**config.mk**
```make
export PLATFORM = sky130hd
export DESIGN_NAME = imem_arb
export DESIGN_NICKNAME = d
export VERILOG_FILES = /design/src/rtl/imem_arb.sv
export SDC_FILE = /design/constraint.sdc
export NUM_CORES = 1
export LEC_CHECK = 0
export CAP_MARGIN = 10
export CORE_AREA = 2 2 94 96
export CTS_BUF_LIST = sky130_fd_sc_hd__clkbuf_16
export DETAILED_ROUTE_END_ITERATION = 10
export DIE_AREA = 0 0 96 98
export HOLD_SLACK_MARGIN = 0.1
export PLACE_DENSITY = 0.67
export SLEW_MARGIN = 30
export SYNTH_ARGS = -nofsm -noshare
export SYNTH_HDL_FRONTEND = slang
export SYNTH_SLANG_ARGS = --single-unit
```
**constraint.sdc**
```tcl
create_clock -name clk -period 1.9 [get_ports clk]
set_input_delay 0.285 -clock clk [delete_from_list [all_inputs] [get_ports clk]]
set_output_delay 0.285 -clock clk [all_outputs]
set_load 0.05 [all_outputs]
```
**src/rtl/imem_arb.sv**
```systemverilog
// imem_arb: fetch/load arbiter for a single-port instruction memory; define IMEM_ARB_ERR_EN to return errors for bad fetch addresses
module imem_arb #(
    parameter int ADDR_W     = 6,
    parameter int STARVE_MAX = 4
) (
    input  logic              clk,
    input  logic              reset_n,
    input  logic              f_req,
    input  logic [31:0]       f_addr,
    output logic              f_gnt,
    output logic              f_rvalid,
    output logic [31:0]       f_rdata,
    output logic              f_err,
    output logic              stall_f,
    input  logic              l_req,
    input  logic              l_we,
    input  logic [31:0]       l_addr,
    input  logic [31:0]       l_wdata,
    input  logic              l_lock,
    output logic              l_gnt,
    output logic              l_rvalid,
    output logic [31:0]       l_rdata,
    output logic              m_en,
    output logic              m_we,
    output logic [ADDR_W-1:0] m_addr,
    output logic [31:0]       m_wdata,
    input  logic [31:0]       m_rdata
);
    localparam int SW = $clog2(STARVE_MAX + 1);
    localparam logic [SW-1:0] SMAX = SW'(STARVE_MAX);
    localparam logic RUN  = 1'b0;
    localparam logic HALT = 1'b1;

    logic          state;
    logic [SW-1:0] starve;
    logic          v;
    logic          own;
    logic          wr;
    logic          fe;
    logic          f_bad;
    logic          unused;

`ifdef IMEM_ARB_ERR_EN
    assign f_bad = (f_addr[1:0] != 2'b00) || (f_addr[31:ADDR_W+2] != '0);
`else
    assign f_bad = 1'b0;
`endif

    assign unused   = ^{l_addr[1:0], l_addr[31:ADDR_W+2], f_addr[1:0], f_addr[31:ADDR_W+2]};
    assign l_gnt    = l_req && (state == HALT || !f_req || starve == SMAX);
    assign f_gnt    = f_req && state == RUN && !l_gnt;
    assign stall_f  = f_req && !f_gnt;
    assign m_en     = l_gnt || (f_gnt && !f_bad);
    assign m_we     = l_gnt && l_we;
    assign m_addr   = l_gnt ? l_addr[ADDR_W+1:2] : f_addr[ADDR_W+1:2];
    assign m_wdata  = (l_gnt && l_we) ? l_wdata : '0;
    assign f_rvalid = v && !own;
    assign f_err    = f_rvalid && fe;
    assign f_rdata  = (f_rvalid && !fe) ? m_rdata : '0;
    assign l_rvalid = v && own;
    assign l_rdata  = (l_rvalid && !wr) ? m_rdata : '0;

    // halt fetch for as long as l_lock is sampled high
    always_ff @(posedge clk or negedge reset_n) begin
        if (!reset_n) state <= RUN;
        else state <= l_lock ? HALT : RUN;
    end

    // count fetch grants taken while a load waits, saturating at the limit
    always_ff @(posedge clk or negedge reset_n) begin
        if (!reset_n) starve <= '0;
        else if (!l_req || l_gnt) starve <= '0;
        else if (f_gnt && starve != SMAX) starve <= starve + 1'b1;
    end

    // remember who owns next cycle's response and what kind it is
    always_ff @(posedge clk or negedge reset_n) begin
        if (!reset_n) begin
            v   <= 1'b0;
            own <= 1'b0;
            wr  <= 1'b0;
            fe  <= 1'b0;
        end else begin
            v   <= f_gnt || l_gnt;
            own <= l_gnt;
            wr  <= l_gnt && l_we;
            fe  <= f_gnt && f_bad;
        end
    end
endmodule

```
==> metrics.txt <==
Initial DRC Count=16; vias post-DR=1739; crit path max-delay cell type=dfrtp_1; combined area of the multi-input logic cells=991 sq um; Worst-path clk slew=0.04 ns; Register Area=about 180 sq um; Worst-Skew Late Latency=0.23 ns; Max VDD drop=0.000251 V; synthesis-to-finish area growth=286%; Place WS=-0.112 ns; outcome=complete, but fails checks; post-synthesis compound-gate area fraction=3.58%; leading post-synthesis cells by cell area=and2_1 37%, and2_4 20%, dfrtp_1 15%, mux2_2 5.9%, buf_6 2.9%; std cell rows=34; cell with the most instances after synthesis=and2_1; async set-reset flop share out of synthesis=100%; GP Congestion=roughly 0.74; Seq/Total Area, Yosys=between 15 and 20%; fillcell total=707; DIE HEIGHT=~100 um; Adder-Cell Fraction of Synth Area=2.17%; number of global-route vias before repair=around 1800; most common library cells after synthesis=69 x and2_1, 26 x and2_4, 7 x dfrtp_1; top cell type by total area after synthesis=and2_1; Avg WL per Cell=13.6 um; Ys Warns=0; final design utilization=approximately 53%; placed inst area=0.00416 sq mm; Layout Cell Area excl Fill=0.00445 sq mm; Synth top area share=37.4%; CTS tree=built; layout net count=roughly 480; DR DRC count=0; first-pass GRT wire length=~9000 um; Clock Path Buffers=2; Worst setup SP type=flop; I/O pin cnt=244; Syn Area/Cell=8.07 sq um; Port-buffer cells=190; initial antenna violation count=0; crit path cell chain=inv_1, ha_2, and2_4, o21ai_4, buf_12, mux2_4, buf_8; Root Buffer=clkbuf_16; Gate Count Post-Synth=143; main combinational cell family by area after synthesis=simple AND/OR/NAND/NOR gates; drt pass-1 iters=4; Min Hold Slack=0.327 ns; Sink Count=7; Period minus WS final=2.01 ns; CP max stage delay=0.34 ns; initial core utilization=13.6%; core area=approximately 0.0085 sq mm; EDFF count, synth=0; RSZ-0062 raised after global routing=yes; Final ANT Viol Nets=0; cts hold-fix bufs=0; Hold WC Path Type=input port to asynchronous set/reset pin; worst clock skew=0.00131 ns; XOR/XNOR Fraction of Synth Area=0%; P_leak=1.91 nW; Die Width=between 90 and 100 um; crit-path max FO=7; crit end category=output pin; largest net degree at the start of global routing=34; Netlist Area Pre-Place=~0.0012 sq mm; DP Wirelength=4900 um; dominant synthesized flop cell=dfrtp_1; max-cap violations=0; Fin Setup TNS=-1.24 ns; Power Dens Cells=411 mW/mm^2; final WL=6130 um; CTS buffer count=3; GR Overflow Total=0; kind of critical path=flop to output pin; Netlist cell types=24; Post-Syn Nets=about 280; Synth Register Bits=7; Worst EP arrival=around 1.7 ns; Via density=around 3.8; Crit path max-delay family=buffers and inverters; Tot GR Track Use=about an eighth; DIE AREA=0.00941 sq mm; final hold vios=0; failing checks=setup timing; # diodes=0; Slew Limit Fails=0; proportion of synthesized area in mux cells=6.72%; fraction of layout cells with a size suffix above 1=about half; Period Utilization, post-route=106%; CP Data Required Time=1.62 ns; endpoints failing setup=31; final worst slack=-0.109 ns; f_max=498 MHz; Post-Synth Simple-Gate Area=64.8%; total number of H-tree levels=1; worst path buffer plus inverter count=3
## logic make-up after synthesis
family,count (synthesis)
AND/OR/NAND/NOR,109
buffers and inverters,14
multiplexers,7
flip-flops,7
AO/OA/AOI/OAI,3
adder cells (fa/ha/maj),2
other,1
## final cells by class
class	count	share of cell area [%]
tap	108	3.04
sequential	7	3.94
multi-input combinational	125	22.3
timing repair buffer	204	68.6
clock inverter	1	0.0844
clock buffer	3	1.69
inverter	4	0.338
## layer usage
layer  vias up  routed length, um  GRT usage [%]
met5         -                  0              0
met4         0                 25           1.98
met3         4                932           5.48
met2       134               3430           25.3
met1       760               1740           9.91
li1        841                  -              -
## placed cells by master, fill, tap and decap left out, types with 2 or more instances in the layout
cell | Yosys | final
dlygate4sd2_1 | 0 | 2
o211a_4 | 1 | 4
buf_8 | 0 | 2
nor3_1 | 2 | 2
clkdlybuf4s50_1 | 0 | 79
dfrtp_1 | 7 | 7
and2_4 | 26 | 29
mux2_4 | 0 | 6
clkbuf_16 | 0 | 3
inv_1 | 4 | 5
buf_4 | 1 | 11
and2_1 | 69 | 66
nand2_1 | 2 | 2
and2_2 | 3 | 3
buf_6 | 3 | 8
buf_12 | 0 | 102
## worst register-to-register path, cell delays in order, from the launching register on
cell and delay, ns:
dfrtp_1 0.34, inv_1 0.05, ha_2 0.18, and2_4 0.16, buf_6 0.13, o211a_4 0.26, buf_4 0.14, buf_4 0.12
## path summary, 6_finish.rpt
check / start / to / slack (ns) / depth (start not counted)
max: starve[1] / m_addr[3] / -0.11 / 7
min: reset_n / state / 0.33 / 1
max reg2reg: starve[1] / wr / 0.41 / 7
min reg2reg: starve[0] / starve[0] / 0.54 / 2
max in group asynchronous: reset_n / starve[0] / 1.33 / 1
min in group clk: l_lock / state / 0.51 / 1
## where the power goes
group          internal [mW]  switching, mW
Combinational          0.670          0.650
Sequential             0.156        0.00286
Clock                  0.273         0.0769
Total                   1.10          0.729
## through the flow
| step | total power [mW] | cells |
|---|---|---|
| after floorplan | 0.741 | 143 |
| after global placement | 1.43 | 438 |
| after detailed placement | 1.44 | 438 |
| after CTS | 1.83 | 450 |
| after global routing | 1.89 | 452 |
| final | 1.83 | 452 |
## sequential cells by signal, summed over array words and instances (netlist names)
name	count
starve	3
v	1
own	1
state	1
wr	1
## what timing repair did
action	CTS	global route
setup endpoints to repair	42	42
resized for setup	25	5
buffers inserted	5	2
gates cloned	3	0
pin swaps	22	9
Note: power is estimated with default switching activity, not from simulation.
